File: config.mk
export PLATFORM = sky130hd
export DESIGN_NAME = program_loader
export DESIGN_NICKNAME = d
export VERILOG_FILES = /design/src/rtl/program_loader_pkg.sv /design/src/rtl/program_loader_byte_packer.sv /design/src/rtl/program_loader.sv
export SDC_FILE = /design/constraint.sdc
export NUM_CORES = 1
export LEC_CHECK = 0
export ABC_AREA = 0
export ABC_CLOCK_PERIOD_IN_PS = 7500
export CAP_MARGIN = 20
export CORE_MARGIN = 2
export CORE_UTILIZATION = 35
export CTS_CLUSTER_DIAMETER = 80
export DETAILED_ROUTE_END_ITERATION = 10
export PLACE_DENSITY = 0.63
export SLEW_MARGIN = 20
export SYNTH_ARGS = -nofsm -noshare
export SYNTH_HDL_FRONTEND = slang
export SYNTH_HIERARCHICAL = 1
export SYNTH_SLANG_ARGS = --single-unit
File: constraint.sdc
create_clock -name clk -period 7.5 [get_ports clk]
set_input_delay 1.5 -clock clk [delete_from_list [all_inputs] [get_ports clk]]
set_output_delay 1.5 -clock clk [all_outputs]
set_load 0.1 [all_outputs]
File: src/rtl/program_loader_pkg.sv
// Shared types and constants for the instruction-memory program loader.
package program_loader_pkg;

    typedef enum logic [2:0] {
        IDLE,
        LEN,
        DATA,
        DONE,
        ERR
    } loader_state_t;

    localparam logic [1:0] MEM_WR_NONE = 2'b00;
    localparam logic [1:0] MEM_WR_WORD = 2'b11;

endpackage

File: src/rtl/program_loader_byte_packer.sv
// Packs four stream bytes into one little-endian word; used for both the length prefix and data words.
module byte_packer
    import program_loader_pkg::*;
(
    input  logic        clk,
    input  logic        rst,
    input  logic        clear,
    input  logic        strobe,
    input  logic [7:0]  data,
    output logic        word_valid,
    output logic [31:0] word
);

    logic [1:0]  cnt;
    // Only the first three bytes need storage; the fourth completes the word straight from the input.
    logic [23:0] shreg;

    // NOTE: sequential state uses non-blocking assignments so every flop samples pre-edge values.
    always_ff @(posedge clk or posedge rst) begin
        if (rst) begin
            cnt   <= '0;
            shreg <= '0;
        end else if (clear) begin
            cnt   <= '0;
            shreg <= '0;
        end else if (strobe) begin
            cnt   <= cnt + 2'd1;
            shreg <= {data, shreg[23:8]};
        end
    end

    assign word_valid = strobe && (cnt == 2'd3);
    assign word       = {data, shreg};

endmodule

File: src/rtl/program_loader.sv
// Loads a length-prefixed little-endian image from a byte stream into instruction memory,
// holding the core in reset until the whole image has been written.
module program_loader
    import program_loader_pkg::*;
#(
    parameter int          MEM_SIZE  = 256,
    parameter logic [31:0] BASE_ADDR = 32'h0
) (
    input  logic        clk,
    input  logic        rst,
    input  logic        start,
    input  logic        in_valid,
    output logic        in_ready,
    input  logic [7:0]  in_data,
    output logic [1:0]  mem_wr,
    output logic [31:0] mem_wr_addr,
    output logic [31:0] mem_wr_data,
    output logic        core_rst_n,
    output logic        busy,
    output logic        done,
    output logic        err
);

    localparam int MAX_WORDS = MEM_SIZE / 4;
    localparam int IDX_W     = $clog2(MAX_WORDS + 1);

    loader_state_t    state, state_nxt;
    logic [IDX_W-1:0] len_q;
    logic [IDX_W-1:0] word_idx;
    logic             xfer;
    logic             pk_clear;
    logic             pk_valid;
    logic [31:0]      pk_word;
    logic             all_packed;
    logic [31:0]      word_addr;

    assign xfer       = in_valid && in_ready;
    assign all_packed = (word_idx == len_q);
    assign word_addr  = BASE_ADDR + {{(30 - IDX_W){1'b0}}, word_idx, 2'b00};

    byte_packer u_packer (
        .clk        (clk),
        .rst        (rst),
        .clear      (pk_clear),
        .strobe     (xfer),
        .data       (in_data),
        .word_valid (pk_valid),
        .word       (pk_word)
    );

    // NOTE: every signal driven here gets a default first, so no path can infer a latch.
    always_comb begin
        state_nxt  = state;
        in_ready   = 1'b0;
        pk_clear   = 1'b0;
        busy       = 1'b0;
        done       = 1'b0;
        err        = 1'b0;
        core_rst_n = 1'b0;
        unique case (state)
            IDLE, DONE, ERR: begin
                done       = (state == DONE);
                err        = (state == ERR);
                core_rst_n = (state == DONE);
                if (start) begin
                    pk_clear  = 1'b1;
                    state_nxt = LEN;
                end
            end
            LEN: begin
                busy     = 1'b1;
                in_ready = 1'b1;
                if (pk_valid) begin
                    if (pk_word == 32'd0)
                        state_nxt = DONE;
                    else if (pk_word > 32'(MAX_WORDS))
                        state_nxt = ERR;
                    else
                        state_nxt = DATA;
                end
            end
            DATA: begin
                busy = 1'b1;
                // Stop accepting once the final word is packed; that cycle carries its write.
                in_ready = !all_packed;
                if (all_packed)
                    state_nxt = DONE;
            end
            default: state_nxt = IDLE;
        endcase
    end

    always_ff @(posedge clk or posedge rst) begin
        if (rst) begin
            state       <= IDLE;
            len_q       <= '0;
            word_idx    <= '0;
            mem_wr      <= MEM_WR_NONE;
            mem_wr_addr <= '0;
            mem_wr_data <= '0;
        end else begin
            state  <= state_nxt;
            mem_wr <= MEM_WR_NONE;
            if (pk_clear) begin
                len_q    <= '0;
                word_idx <= '0;
            end
            if (state == LEN && pk_valid)
                len_q <= pk_word[IDX_W-1:0];
            if (state == DATA && pk_valid) begin
                mem_wr      <= MEM_WR_WORD;
                mem_wr_addr <= word_addr;
                mem_wr_data <= pk_word;
                word_idx    <= word_idx + IDX_W'(1);
            end
        end
    end

endmodule
==> results.toml, run 1 <==
[place]
portBuffers = 57
hpwl_um = 5800
gp_congestion = 0.815

[floorplan]
start_util_pct = 36.1
core_area_sq_um = 10900
ios = 83
num_rows = 38
die_area_sq_um = 12100
die_x_um = 110
die_h_um = 110

[routing]
drc = 0
routed_wirelength_um = 8390
vias_per_cell = 4.68
firstDrtPassIters = 4
drtIter0Drc = 159
wire_per_inst_um = 14.1
postRouteAntennaNets = 0
vias = 2774

[synthesis]
synth_edf_count = 0
synth_flop_cell = "dfrtp_1"
ys_seq_elements = 83
seq_area_frac_synth_pct = 52.8
syn-instance-count = 408
avgSynthCellArea_sq_um = 9.64
yosysUniqueCellTypes = 49
syn_area_sq_um = 3940
synthArstFlopShare_pct = 100
ys_warn_count = 6

[clocking]
clk_pin_slew_ps = 80
clk_latency_ps = 350
cts_setup_buffers = 0
clkSinkCount = 83
htree_levels = 3
ctsResizeCount = 0
cts_buffer_depth = 2
cts-hold-fix-buffers = 0
cts_made_buffers = 9
cts_tree = "done"
root_buffer = "clkbuf_8"

[critical_path]
worstPathCellList = "xor2_1, nor4_2, a2111oi_4, or2_2, clkdlybuf4s50_1"
r2r_start = "word_idx[2]$_DFFE_PP0P_"
end_kind = "primary output"
start_kind = "register"
crit_fanout = 5
worstPathArrival_ps = 2900
path_class = "register to primary output"
critical_path.slowest_cell = "clkdlybuf4s50_1"
r2r-end = "word_idx[3]$_DFFE_PP0P_"
r2r_slack_ps = 3780
ff2ff_path_depth = 11
crit_required_ps = 6000
critPathMaxStageDelay_ps = 1120

[pwr]
leakagePower_uw = 0.00228
fin_total_pwr_uw = 1270
ir_drop_mv = 0.218
power_density_nw_per_um2 = 276

[finish]
final_common_cell = "nand2_1"
drive_gt1_share_pct = 7.06
multi_input_area_sq_um = 1540
antenna_cells = 0
n_fill_cell = 1067
seq_area_sq_um = 2080
final_cell_mix = "137 x nand2_1, 83 x dfrtp_1, 57 x clkdlybuf4s50_1"
final_net_count = 462
area.growth.synth_to_final_pct = 17.1

[sta]
setup_violations = 0
skew_ps = 8.96
period_needed_ps = 4400
finalCritPeriodShare_pct = 58.7
report.final.slew_viol_count = 0
timing.setup.tns_ps = 0
rsz0062_at_grt = "no"
max_slew_margin_pct = 34.5
finalHoldViolCount = 0
worst_slew_pin_slew_ps = 980
fmax_ghz = 0.227

[min_path]
hold_depth = 2
min_to = "mem_wr_addr[2]$_DFFE_PP0P_"
hp-class = "register to register"
hold_start = "mem_wr_addr[2]$_DFFE_PP0P_"

[global_route]
grt_max_degree = 58
antenna_found_initial = 0
track_usage_pct = 14.8
grt_pass1_wl_um = 13500
grt_pass1_vias = 2656
overflow = 0

[run]
drv_cap = 0

[run_status]
outcome = "finished clean"
metal layers:
metal,up-vias,part of all wire (%),track usage (%),routed length [um]
met5,-,0,0,0
met1,1321,48,21.9,3990
met2,104,45,21.3,3810
li1,1345,-,-,-
met3,4,6.4,4.17,538
met4,0,0.62,3.89,52
cell type report:
type                            instances  share of cell area [%]
Clock inverter                          6                    1.38
Multi-Input combinational cell        288                    33.4
Sequential cell                        83                    45.1
Clock buffer                           10                    2.99
Timing Repair Buffer                   60                    12.9
Tap cell                              140                    3.80
Inverter                                6                   0.489
worst max path at each step:
stage / from / endpoint / slack (ps)
floorplan: state[1]$_DFFE_PP0P_ / busy / 4120
global placement: in_valid / word_idx[3]$_DFFE_PP0P_ / 3140
detailed placement: in_valid / word_idx[3]$_DFFE_PP0P_ / 3070
CTS: word_idx[2]$_DFFE_PP0P_ / in_ready / 3060
global route: word_idx[2]$_DFFE_PP0P_ / in_ready / 2950
finish: word_idx[2]$_DFFE_PP0P_ / in_ready / 3100
state kept, by name, indices dropped and copies added (netlist names):
name,count
word_idx,7
u_packer/shreg,24
state,3
mem_wr,1
u_packer/cnt,2
mem_wr_data,32
len_q,7
mem_wr_addr,7
critical path, delay by kind of cell (launching register included):
family	cells	cell delay, ps
buf+inv	1	1120
simple gates	2	280
xor+xnor	1	210
flops	1	450
compound gates	1	470
power by group:
part	internal [uW]	total, uW	switching, uW
registers	504	587	83.1
clock network	163	322	159
logic	119	364	245
total	785	1270	488
through the flow:
step,hold slack (ps),cell area [sq um],setup WS [ps],std cells,util (%)
floorplan,482,4030,4120,432,-
global placement,463,4410,3140,577,40.5
detailed placement,469,4410,3070,577,40.5
CTS,491,4610,3060,593,42.3
global route,514,4610,2950,593,42.3
finish,480,4610,3100,593,42.3
cell families after synthesis:
kind of cell	count (synthesis)	synth area share, %
fa+ha+maj	2	0.636
buf+inv	61	10.5
flops	83	52.8
mux	30	7.69
xor+xnor	9	2.00
compound gates	24	4.64
simple gates	198	21.6
other cells	1	0.0953
synth_stat cells (all sizes together) (3+ instances only):
master / number / area share (%)
nor2: 32 / 3.1
mux2i: 28 / 7.1
buf: 50 / 9.5
and2: 3 / 0.48
nand2: 137 / 13
clkbuf: 5 / 0.48
o21ai: 11 / 1.5
inv: 6 / 0.57
xor2: 7 / 1.6
nand3: 6 / 0.76
nor4: 8 / 1.8
dfrtp: 83 / 53
Power figures use the tool's default switching activity.
==> run 2, diff against run 1 <==
--- a/config.mk
+++ b/config.mk
@@ -6,13 +6,13 @@
 export NUM_CORES = 1
 export LEC_CHECK = 0
 export ABC_AREA = 0
-export ABC_CLOCK_PERIOD_IN_PS = 7500
+export ABC_CLOCK_PERIOD_IN_PS = 3900
 export CAP_MARGIN = 20
 export CORE_MARGIN = 2
 export CORE_UTILIZATION = 35
 export CTS_CLUSTER_DIAMETER = 80
 export DETAILED_ROUTE_END_ITERATION = 10
-export PLACE_DENSITY = 0.63
+export PLACE_DENSITY = 0.66
 export SLEW_MARGIN = 20
 export SYNTH_ARGS = -nofsm -noshare
 export SYNTH_HDL_FRONTEND = slang
==> constraint.sdc (replaced) <==
create_clock -name clk -period 3.9 [get_ports clk]
set_input_delay 0.78 -clock clk [delete_from_list [all_inputs] [get_ports clk]]
set_output_delay 0.78 -clock clk [all_outputs]
set_load 0.1 [all_outputs]
==> results.toml, run 2 (synthesis gave the netlist of run 1 again) <==
[run_status]
outcome = "finished clean"

[global_route]
track_usage_pct = 14.6
grtUsageMet3_pct = 3.59
met2_usage_pct = 21.5
grtUsageMet1_pct = 21.5
overflow = 0
top_usage_layer = "met1"
grt_pass1_wl_um = 13500
grt_max_degree = 51
antenna_found_initial = 0
grt_pass1_vias = 2584

[critical_path]
end_kind = "primary output"
path_class = "register to primary output"
start_kind = "register"
ff2ff_path_depth = 11
r2r_start = "word_idx[2]$_DFFE_PP0P_"
r2r-end = "word_idx[4]$_DFFE_PP0P_"
r2r_slack_ps = 990
crit_fanout = 5
worstPathArrival_ps = 2180
crit_required_ps = 3120

[floorplan]
die_h_um = 110
die_x_um = 110
start_util_pct = 36.1
num_rows = 38
die_area_sq_um = 12100
ios = 83
core_area_sq_um = 10900

[finish]
antenna_cells = 0
regMostFlops = "mem_wr_data"
largest_reg_flops = 32
top_regs = "mem_wr_data: 32 flops, u_packer/shreg: 24 flops"
final_cell_mix = "137 x nand2_1, 83 x dfrtp_1, 52 x clkdlybuf4s50_1"
final_net_count = 463
area.growth.synth_to_final_pct = 17.4
n_fill_cell = 1112
final_common_cell = "nand2_1"
drive_gt1_share_pct = 7.95

[pwr]
power_density_nw_per_um2 = 539
combPwrFrac_pct = 27.8
p_sw_share_pct = 37.0
power.share.sequential_pct = 45.2
p_sw_uw = 921
leakagePower_uw = 0.00230
ir_drop_mv = 0.201
clkPwrFrac_pct = 27.0
fin_total_pwr_uw = 2490
internal-power_uw = 1570

[sta]
report.final.slew_viol_count = 0
fmax_ghz = 0.337
rsz0062_at_grt = "no"
finalCritPeriodShare_pct = 76.0
timing.setup.tns_ps = 0
finalHoldViolCount = 0
period_needed_ps = 2960
max_slew_margin_pct = 34.3
worst_slew_pin_slew_ps = 982
setup_violations = 0
skew_ps = 11.0

[clocking]
clk_latency_ps = 350
clkSinkCount = 83
cts_made_buffers = 9
cts-hold-fix-buffers = 0
cts_setup_buffers = 0
cts_buffer_depth = 2
htree_levels = 3
ctsResizeCount = 0
root_buffer = "clkbuf_8"
cts_tree = "done"
clk_pin_slew_ps = 80

[min_path]
hold_start = "mem_wr_data[27]$_DFFE_PP0P_"
hp-class = "register to register"
hold_depth = 2
min_to = "mem_wr_data[27]$_DFFE_PP0P_"

[routing]
vias_per_cell = 4.68
firstDrtPassIters = 4
postRouteAntennaNets = 0
wire_per_inst_um = 14.0
drtIter0Drc = 189
routed_wirelength_um = 8310
drc = 0
vias = 2775

[place]
portBuffers = 57
gp_congestion = 0.832
hpwl_um = 5950

[run]
drv_cap = 0
==> run 2: cell types whose count changed in the layout (fill, tap and decap cells not counted), sizes merged <==
cell / change
clkbuf: +1
buf: +6
inv: -1
clkdlybuf4s50: -5
bufinv: +1
clkinv: -2
==> run 2: stage by stage <==
stage | setup slack, ps | area, sq um | hold WS [ps] | std cells | utilization, %
6_report | 935 | 4620 | 480 | 593 | 42.4
3_3_place_gp | 1110 | 4400 | 464 | 578 | 40.4
3_5_place_dp | 1010 | 4400 | 467 | 578 | 40.4
2_1_floorplan | 1240 | 4030 | 482 | 432 | -
5_1_grt | 709 | 4620 | 511 | 593 | 42.4
4_1_cts | 912 | 4620 | 487 | 593 | 42.4
==> run 2: cell type report <==
cell class / count / area, sq um / area share, %
flip-flops and latches: 83 / 2080 / 45.0
well taps: 140 / 175 / 3.79
inverters: 6 / 22.5 / 0.488
clock buffers: 11 / 141 / 3.06
repair buffers: 61 / 588 / 12.7
multi-input cells: 288 / 1540 / 33.3
clock inverters: 4 / 75.1 / 1.63
==> run 2: power groups by stage <==
stage	registers, uW	clock network [uW]	logic, uW
floorplan	1070	0	678
global placement	1130	0	683
detailed placement	1140	0	696
CTS	1120	681	697
global route	1140	719	744
finish	1130	671	691
==> run 2: layer usage <==
metal  up-vias  wire, um  part of all wire (%)
met1      1347      4040                    49
met2        80      3760                    45
met3         7       426                   5.1
li1       1341         -                     -
met5         -         0                     0
met4         0        81                  0.98
==> run 2: worst max-delay path by stage <==
stage / cells past startpoint / endpoint / slack (ps) / startpoint
final: 5 / in_ready / 940 / word_idx[2]$_DFFE_PP0P_
after global routing: 11 / word_idx[4]$_DFFE_PP0P_ / 710 / word_idx[0]$_DFFE_PP0P_
after CTS: 5 / in_ready / 910 / word_idx[2]$_DFFE_PP0P_
after detailed placement: 11 / word_idx[4]$_DFFE_PP0P_ / 1010 / word_idx[2]$_DFFE_PP0P_
after global placement: 9 / word_idx[4]$_DFFE_PP0P_ / 1110 / in_valid
after floorplan: 3 / busy / 1240 / state[1]$_DFFE_PP0P_
==> run 2: worst max-delay path, cell delays in order (launching register included) <==
cell	delay [ps]
dfrtp_1	450
xor2_1	200
nor4_2	480
a2111oi_4	170
or2_2	310
buf_4	240
